[src/rtl/can_pkg.sv]
// Shared CAN receive-path definitions: destuffer state encoding,
// nominal stuff run length and bus bit levels.
package can_pkg;

  // Destuffer FSM states
  typedef enum logic [1:0] {
    IDLE  = 2'd0,
    RUN   = 2'd1,
    STUFF = 2'd2,
    ERR   = 2'd3
  } destuff_state_t;

  // Consecutive equal bits after which CAN inserts a complementary stuff bit
  localparam int CAN_STUFF_RUN_LEN = 5;

  // Bus levels
  localparam logic BIT_RECESSIVE = 1'b1;
  localparam logic BIT_DOMINANT  = 1'b0;

endpackage

[src/rtl/can_bit_destuff.sv]
// CAN bit destuffer: drops the stuff bit that follows RUN_LEN equal bits,
// forwards payload bits one cycle after their strobe, and flags a stuff error
// when the expected complementary bit does not appear.
// Optional build macro: CAN_DESTUFF_STATS_EN adds the stuff_cnt output, a
// saturating count of stuff bits removed in the current frame.
module can_bit_destuff
  import can_pkg::*;
#(
  parameter int RUN_LEN = CAN_STUFF_RUN_LEN,
  parameter int CNT_W   = 8
) (
  input  logic             clk,
  input  logic             rst,
  input  logic             en,
  input  logic             din,
  input  logic             din_valid,
  output logic             dout,
  output logic             dout_valid,
  output logic             stuff_err
`ifdef CAN_DESTUFF_STATS_EN
  ,
  output logic [CNT_W-1:0] stuff_cnt
`endif
);

  localparam int RUN_W = $clog2(RUN_LEN + 1);
  localparam logic [RUN_W-1:0] RUN_MAX = RUN_W'(RUN_LEN);
  localparam logic [RUN_W-1:0] RUN_ONE = RUN_W'(1);
  // A one-bit run length would make every bit (even the first) complete a run
  localparam destuff_state_t NEW_RUN_STATE = (RUN_LEN == 1) ? STUFF : RUN;

  if (RUN_LEN < 1 || CNT_W < 1) begin : g_bad_param
    $error("can_bit_destuff: RUN_LEN and CNT_W must be at least 1");
  end

  destuff_state_t   r_state;
  logic [RUN_W-1:0] r_run_cnt;
  logic             r_last_bit;
  logic             r_armed;      // en has been seen low since reset
  logic             r_dout;
  logic             r_dout_valid;
  logic             r_stuff_err;

  logic             w_strobe;
  logic             w_same;
  logic [RUN_W-1:0] w_run_next;
  logic             w_frame_start;
  logic             w_stuff_ok;

  assign w_strobe      = en & din_valid;
  assign w_same        = (din == r_last_bit);
  assign w_run_next    = w_same ? (r_run_cnt + RUN_ONE) : RUN_ONE;
  assign w_frame_start = w_strobe & r_armed & (r_state == IDLE);
  assign w_stuff_ok    = w_strobe & (r_state == STUFF) & ~w_same;

  // Destuffing FSM with registered outputs; en low overrides any strobe
  always_ff @(posedge clk or posedge rst) begin
    if (rst) begin
      r_state      <= IDLE;
      r_run_cnt    <= '0;
      r_last_bit   <= BIT_RECESSIVE;
      r_armed      <= 1'b0;
      r_dout       <= BIT_RECESSIVE;
      r_dout_valid <= 1'b0;
      r_stuff_err  <= 1'b0;
    end else begin
      r_dout_valid <= 1'b0;
      if (!en) begin
        r_state     <= IDLE;
        r_run_cnt   <= '0;
        r_last_bit  <= BIT_RECESSIVE;
        r_stuff_err <= 1'b0;
        r_armed     <= 1'b1;
      end else if (din_valid) begin
        case (r_state)
          IDLE: begin
            // SOF: forwarded and starts the first run
            if (w_frame_start) begin
              r_dout       <= din;
              r_dout_valid <= 1'b1;
              r_last_bit   <= din;
              r_run_cnt    <= RUN_ONE;
              r_state      <= NEW_RUN_STATE;
            end
          end
          RUN: begin
            r_dout       <= din;
            r_dout_valid <= 1'b1;
            r_last_bit   <= din;
            r_run_cnt    <= w_run_next;
            r_state      <= (w_run_next == RUN_MAX) ? STUFF : RUN;
          end
          STUFF: begin
            // Stuff bit is dropped but begins the next run
            if (w_stuff_ok) begin
              r_last_bit <= din;
              r_run_cnt  <= RUN_ONE;
              r_state    <= NEW_RUN_STATE;
            end else begin
              r_stuff_err <= 1'b1;
              r_state     <= ERR;
            end
          end
          ERR: begin
            // Frame is dead until en drops
          end
          default: r_state <= IDLE;
        endcase
      end
    end
  end

`ifdef CAN_DESTUFF_STATS_EN
  logic [CNT_W-1:0] r_stuff_cnt;

  // Saturating per-frame stuff bit counter, cleared at frame start
  always_ff @(posedge clk or posedge rst) begin
    if (rst) begin
      r_stuff_cnt <= '0;
    end else if (w_frame_start) begin
      r_stuff_cnt <= '0;
    end else if (w_stuff_ok && (r_stuff_cnt != {CNT_W{1'b1}})) begin
      r_stuff_cnt <= r_stuff_cnt + 1'b1;
    end
  end

  assign stuff_cnt = r_stuff_cnt;
`endif

  assign dout       = r_dout;
  assign dout_valid = r_dout_valid;
  assign stuff_err  = r_stuff_err;

endmodule

[config.mk]
export PLATFORM = sky130hd
export DESIGN_NAME = can_bit_destuff
export DESIGN_NICKNAME = d
export VERILOG_FILES = /design/src/rtl/can_pkg.sv /design/src/rtl/can_bit_destuff.sv
export SDC_FILE = /design/constraint.sdc
export NUM_CORES = 1
export LEC_CHECK = 0
export CORE_AREA = 2 2 39 41
export CTS_CLUSTER_SIZE = 10
export DETAILED_ROUTE_END_ITERATION = 7
export DIE_AREA = 0 0 41 43
export GPL_ROUTABILITY_DRIVEN = 0
export PLACE_DENSITY = 0.74
export SYNTH_ARGS = -nofsm -noshare
export SYNTH_HDL_FRONTEND = slang
export SYNTH_SLANG_ARGS = --single-unit
export TNS_END_PERCENT = 30
[constraint.sdc]
create_clock -name clk -period 2.6 [get_ports clk]
set_clock_uncertainty 0.1 [all_clocks]
set_input_delay 0.52 -clock clk [delete_from_list [all_inputs] [get_ports clk]]
set_output_delay 0.52 -clock clk [all_outputs]
set_load 0.005 [all_outputs]
==> flow_summary.toml, run 1 <==
[finish]
fin_cells = 85
areaGrowthSynthToFinish_pct = 20.2
nNetsFinal = 79
final_layout_size_suffix_gt1_share_pct = 15.9
n_antenna_cell = 0

[drt]
drt-met1-wl_um = 583
dr_wl_met3_um = 27
routedWlPerCell_um = 13.8
drtIter0Drc = 6
drc = 0
viasPerCell = 5.18
ant_nets = 0
top_layer_used = "met4"
wirelength_um = 1180
wl_met2_um = 541
dr.pass1.iters = 4
num_vias = 440

[cts]
hold_buffers = 0
htree_levels = 1
clockBufferDepth = 2
cts_resized = 0
insertion_delay_ps = 270
tritoncts = "done"
numCtsBuffers = 3
clockRootBuffer = "clkbuf_4"
clk_pin_slew_worst_paths_ps = 70
clock_sinks = 10
postCtsSetupRepairBufs = 0

[setup_path]
cpLargestDelayFamily = "multiplexers"
critPathRequiredTime_ps = 2670
critical_path_arrival_ps = 2090
cp_max_fo = 4
crit_buf_inv = 1
startpoint_type = "flip-flop"
worstPathCellList = "inv_1 -> ha_1 -> mux2i_1 -> nand2b_1 -> nor3_1 -> a31o_2"
critPathKind = "reg -> reg"
ff2ff_setup_slack_ps = 580
crit_path_max_incr_delay_ps = 450
crit_slowest_cell = "mux2i_1"
worstSetupEndpointType = "flip-flop"

[global_routing]
grt_pass1_wl_um = 2060
gr-total-overflow = 0
antenna_found_initial = 0
first_global_vias = 426
grt_usage_pct = 17.8
grt_max_degree = 11

[yosys]
synth_top_area_share_pct = 34.0
synth-edff-count = 0
synth.largest_area_cell = "dfrtp_1"
synth-async-reset-ratio_pct = 100
ys_seq_elements = 10
yosysWarnings = 0
synth.most_common_cell = "dfrtp_1"
synth_commonest_cells = "dfrtp_1 (8), inv_1 (6), nand2_1 (6), nor2_1 (6), ha_1 (4)"
synthCells = 58
mappedNetlistArea_um2 = 588
synthFlopType = "dfrtp_1"
synth_area_leaders = "dfrtp_1 (34%), dfstp_2 (8.9%), ha_1 (8.5%)"
synth_area_per_cell_um2 = 10.1
synth.distinct_cells = 25
synth-seq-area-share_pct = 43.0
postSynthNetCount = 67

[min_path]
hold_path.class = "in -> async"

[pwr]
power_uw = 376
leakage_uw = 0.000330
powerDensity_nw_per_um2 = 532
ir_drop_mv = 0.273

[flow_run]
drv_cap = 0

[sta]
tns_ps = 0
slew_viol_final = 0
whs_ps = 419
period_minus_slack_ps = 2020
finalSetupViolCount = 0
worst_slew_pin_slew_ps = 451
timing.fmax_ghz = 0.495
post-route-period-util_pct = 77.7
setup_slack_ps = 581
finalHoldViolCount = 0
rsz0062_at_grt = "no"
max-slew-margin-rel_pct = 69.1

[floorplanning]
fp.dieH_um = 43
num_rows = 14
chipWidth_um = 41
core_um2 = 1380
initial_utilization_pct = 42.5
dieArea_um2 = 1760
ios = 8

[run_status]
status = "completed"

[placed_design]
numPortBuffers = 7
dpl.cell_count = 81
hpwl_um = 861
place_ws_ps = 372
-- flip-flops by register name, indices dropped and copies added, names as in the netlist --
name        count
r_armed         1
r_last_bit      1
dout_valid      1
stuff_err       1
r_state         2
r_run_cnt       3
dout            1
-- stage by stage --
step / instance area (µm²) / util (%)
3_3_place_gp: 681 / 49.2
6_report: 707 / 51.1
2_1_floorplan: 588 / -
5_1_grt: 707 / 51.1
3_5_place_dp: 681 / 49.2
4_1_cts: 707 / 51.1
-- layout make-up --
cell class | instances | area [µm²]
multi-input cells | 41 | 308
flip-flops and latches | 10 | 253
repair buffers | 8 | 77.6
inverters | 6 | 22.5
well taps | 16 | 20.0
fillers | 132 | 677
clock buffers | 4 | 26.3
-- report_power, final --
group | total [µW] | switching, µW | internal (µW)
clock network | 118 | 58.7 | 59.5
registers | 175 | 6.18 | 169
logic | 83.0 | 43.1 | 39.8
-- logic make-up (layout without fill, tap and decap cells) --
logic type | Yosys count | count (layout) | share of synthesized area, %
adders and majority gates | 4 | 4 | 8.51
AOI/OAI and AO/OA | 12 | 12 | 17.9
DFF | 10 | 10 | 43.0
xor gates and xnor gates | 2 | 2 | 4.26
muxes | 4 | 4 | 7.02
buffers and inverters | 7 | 18 | 4.68
and+or+nand+nor | 19 | 19 | 14.7
-- final timing paths --
| path | startpoint | endpoint | depth (start not counted) |
|---|---|---|---|
| worst max-delay path | r_state[0] | r_run_cnt[1] | 6 |
| worst max register to register | r_state[0] | r_run_cnt[1] | 6 |
| worst min register to register | r_run_cnt[0] | r_run_cnt[0] | 1 |
| max in group asynchronous | rst | dout | 2 |
| worst min-delay path | rst | r_state[0] | 2 |
| min in group clk | r_run_cnt[0] | r_run_cnt[0] | 1 |
-- routing by layer --
metal  up-vias  track usage, %
met2         9            22.8
met4         0            10.0
met3         3            4.71
met1       205            26.2
li1        223               -
met5         -               0
-- layout by cell type (no fill, tap or decap), types with 2 or more instances in the layout --
cell / instances
nand2_1: 6
nand3_1: 2
dfstp_2: 2
mux2i_1: 3
a31oi_1: 2
dfrtp_1: 8
nor2_1: 6
a21oi_1: 3
ha_1: 4
nand2b_1: 2
inv_1: 6
clkbuf_4: 3
clkdlybuf4s50_1: 7
Note: power is estimated with default switching activity, not from simulation.
==> inputs of run 2 (changes only) <==
--- a/config.mk
+++ b/config.mk
@@ -5,12 +5,12 @@
 export SDC_FILE = /design/constraint.sdc
 export NUM_CORES = 1
 export LEC_CHECK = 0
-export CORE_AREA = 2 2 39 41
+export CORE_MARGIN = 2
+export CORE_UTILIZATION = 45
 export CTS_CLUSTER_SIZE = 10
 export DETAILED_ROUTE_END_ITERATION = 7
-export DIE_AREA = 0 0 41 43
 export GPL_ROUTABILITY_DRIVEN = 0
-export PLACE_DENSITY = 0.74
+export PLACE_DENSITY = 0.78
 export SYNTH_ARGS = -nofsm -noshare
 export SYNTH_HDL_FRONTEND = slang
 export SYNTH_SLANG_ARGS = --single-unit
==> constraint.sdc (replaced) <==
create_clock -name clk -period 1.77 [get_ports clk]
set_clock_uncertainty 0.1 [all_clocks]
set_input_delay 0.354 -clock clk [delete_from_list [all_inputs] [get_ports clk]]
set_output_delay 0.354 -clock clk [all_outputs]
set_load 0.005 [all_outputs]
==> run 2 against run 1 <==
  * The run now ends with negative setup slack left
  * Critical path depth did not move
  * Count of clock-buffer cells in the layout did not move
  * Sequential power rose by 47%
  * Non-clock buffer count rose by 15
  * Setup slack got worse by 630 ps
  * Largest cell class unchanged
  * Critical path type unchanged
==> flow_summary.toml, run 2 (synthesis results as in run 1) <==
[placed_design]
numPortBuffers = 7
placed_area_um2 = 769
place_ws_ps = -241
dpl.cell_count = 92
hpwl_um = 919

[setup_path]
cpLargestDelayFamily = "compound AO/OA/AOI/OAI gates"
rr_worst_depth = 6
critPathCapture = "r_run_cnt[2]"
ff2ff_setup_slack_ps = -50
worstSetupEndpointType = "flip-flop"
worstPathCellList = "buf_4 -> ha_2 -> nor2b_2 -> a2111oi_4 -> o21ai_2 -> a32o_1"
critPathRequiredTime_ps = 1830
path_depth = 6
crit_path_max_incr_delay_ps = 400
worstSetupStartpoint = "r_state[1]"
startpoint_type = "flip-flop"
crit_buf_inv = 1
critical_path_arrival_ps = 1880
crit_slowest_cell = "a2111oi_4"
critPathKind = "reg -> reg"
r2r-end = "r_run_cnt[2]"
cp_max_fo = 3
r2r-start = "r_state[1]"

[pwr]
leakage_uw = 0.000412
ir_drop_mv = 0.487
powerDensity_nw_per_um2 = 704
power_uw = 605

[sta]
whs_ps = 251
period_minus_slack_ps = 1820
post-route-period-util_pct = 103
finalSetupViolCount = 2
max-slew-margin-rel_pct = 74.7
setup_slack_ps = -45.4
rsz0062_at_grt = "yes"
finalHoldViolCount = 0
slew_viol_final = 0
worst_slew_pin_slew_ps = 380
timing.fmax_ghz = 0.551

[drt]
num_vias = 512
viasPerCell = 5.17
wirelength_um = 1290
ant_nets = 0
routedWlPerCell_um = 13.0
drtIter0Drc = 5
drc = 0
dr.pass1.iters = 4

[global_routing]
grt_pass1_wl_um = 2040
antenna_found_initial = 0
first_global_vias = 465
gr-total-overflow = 0
grt_max_degree = 11
grt_usage_pct = 19.8

[min_path]
hold_path.class = "in -> async"

[finish]
largest_reg_flops = 3
fin_cells = 99
layout_commonest_cell = "buf_4"
final_cell_area_um2 = 860
final_layout_size_suffix_gt1_share_pct = 39.3
n_antenna_cell = 0
nNetsFinal = 94
layout_common_cells = "buf_4 (15), dfrtp_1 (8), nand2_1 (6), nor2_1 (6), clkdlybuf4s50_1 (6)"
top_regs = "r_run_cnt x3, r_state x2"
areaGrowthSynthToFinish_pct = 46.2
top_register = "r_run_cnt"

[floorplanning]
core_um2 = 1250
dieArea_um2 = 1610
num_rows = 13
initial_utilization_pct = 47.0
fp.dieH_um = 40.2
ios = 8
chipWidth_um = 40.2

[cts]
insertion_delay_ps = 270
clock_sinks = 10
tritoncts = "done"
numCtsBuffers = 3
clk_pin_slew_worst_paths_ps = 70
clockBufferDepth = 2
clockRootBuffer = "clkbuf_4"
htree_levels = 1
hold_buffers = 0

[run_status]
status = "finished with violations"
violations = "negative setup slack"

[flow_run]
drv_cap = 0
run 2: area by class of cell:
cell class / count / area, µm²
well taps: 15 / 18.8
clock buffers: 4 / 26.3
flip-flops and latches: 10 / 253
repair buffers: 23 / 196
fillers: 88 / 393
multi-input cells: 41 / 343
inverters: 6 / 22.5
run 2: timing repair:
item | CTS | global route
setup buffers | 0 | 3
pin swaps | 0 | 3
gates resized for setup | 2 | 9
setup endpoints to repair | 2 | 7
run 2: stage by stage:
step                setup TNS, ps  util [%]
finish                      -78.4      68.6
global route                 -232      68.6
CTS                         -31.3      64.2
detailed placement           -643      61.4
global placement             -465      61.4
floorplan                       0         -
run 2: power by group:
| group | switching (µW) | leakage [µW] | internal [µW] | total [µW] |
|---|---|---|---|---|
| Combinational | 78.7 | 0.000273 | 99.9 | 179 |
| Sequential | 10.3 | 0.000125 | 248 | 258 |
| Clock | 81.1 | 0.0000150 | 87.2 | 168 |
| Total | 170 | 0.000412 | 435 | 605 |
run 2: worst min-delay path by stage:
stage / endpoint / slack [ps] / depth (start not counted)
5_1_grt: r_run_cnt[0] / 310 / 2
3_5_place_dp: stuff_err / 390 / 2
6_report: r_run_cnt[0] / 250 / 2
4_1_cts: r_run_cnt[0] / 260 / 2
3_3_place_gp: stuff_err / 380 / 2
2_1_floorplan: dout_valid / 90 / 1
run 2: per-layer routing:
metal,wire (µm),track usage (%),vias up
met1,575,27.9,236
met4,20,7.76,0
met3,45,5.00,2
met2,649,28.6,15
met5,0,0,-
li1,-,-,259
==> inputs of run 3 (changes only) <==
--- a/config.mk
+++ b/config.mk
@@ -10,6 +10,7 @@
 export CTS_CLUSTER_SIZE = 10
 export DETAILED_ROUTE_END_ITERATION = 7
 export GPL_ROUTABILITY_DRIVEN = 0
+export HOLD_SLACK_MARGIN = 0.06
 export PLACE_DENSITY = 0.78
 export SYNTH_ARGS = -nofsm -noshare
 export SYNTH_HDL_FRONTEND = slang
==> results of run 3 <==
Final layout, timing and power as in run 2 (identical DEF).
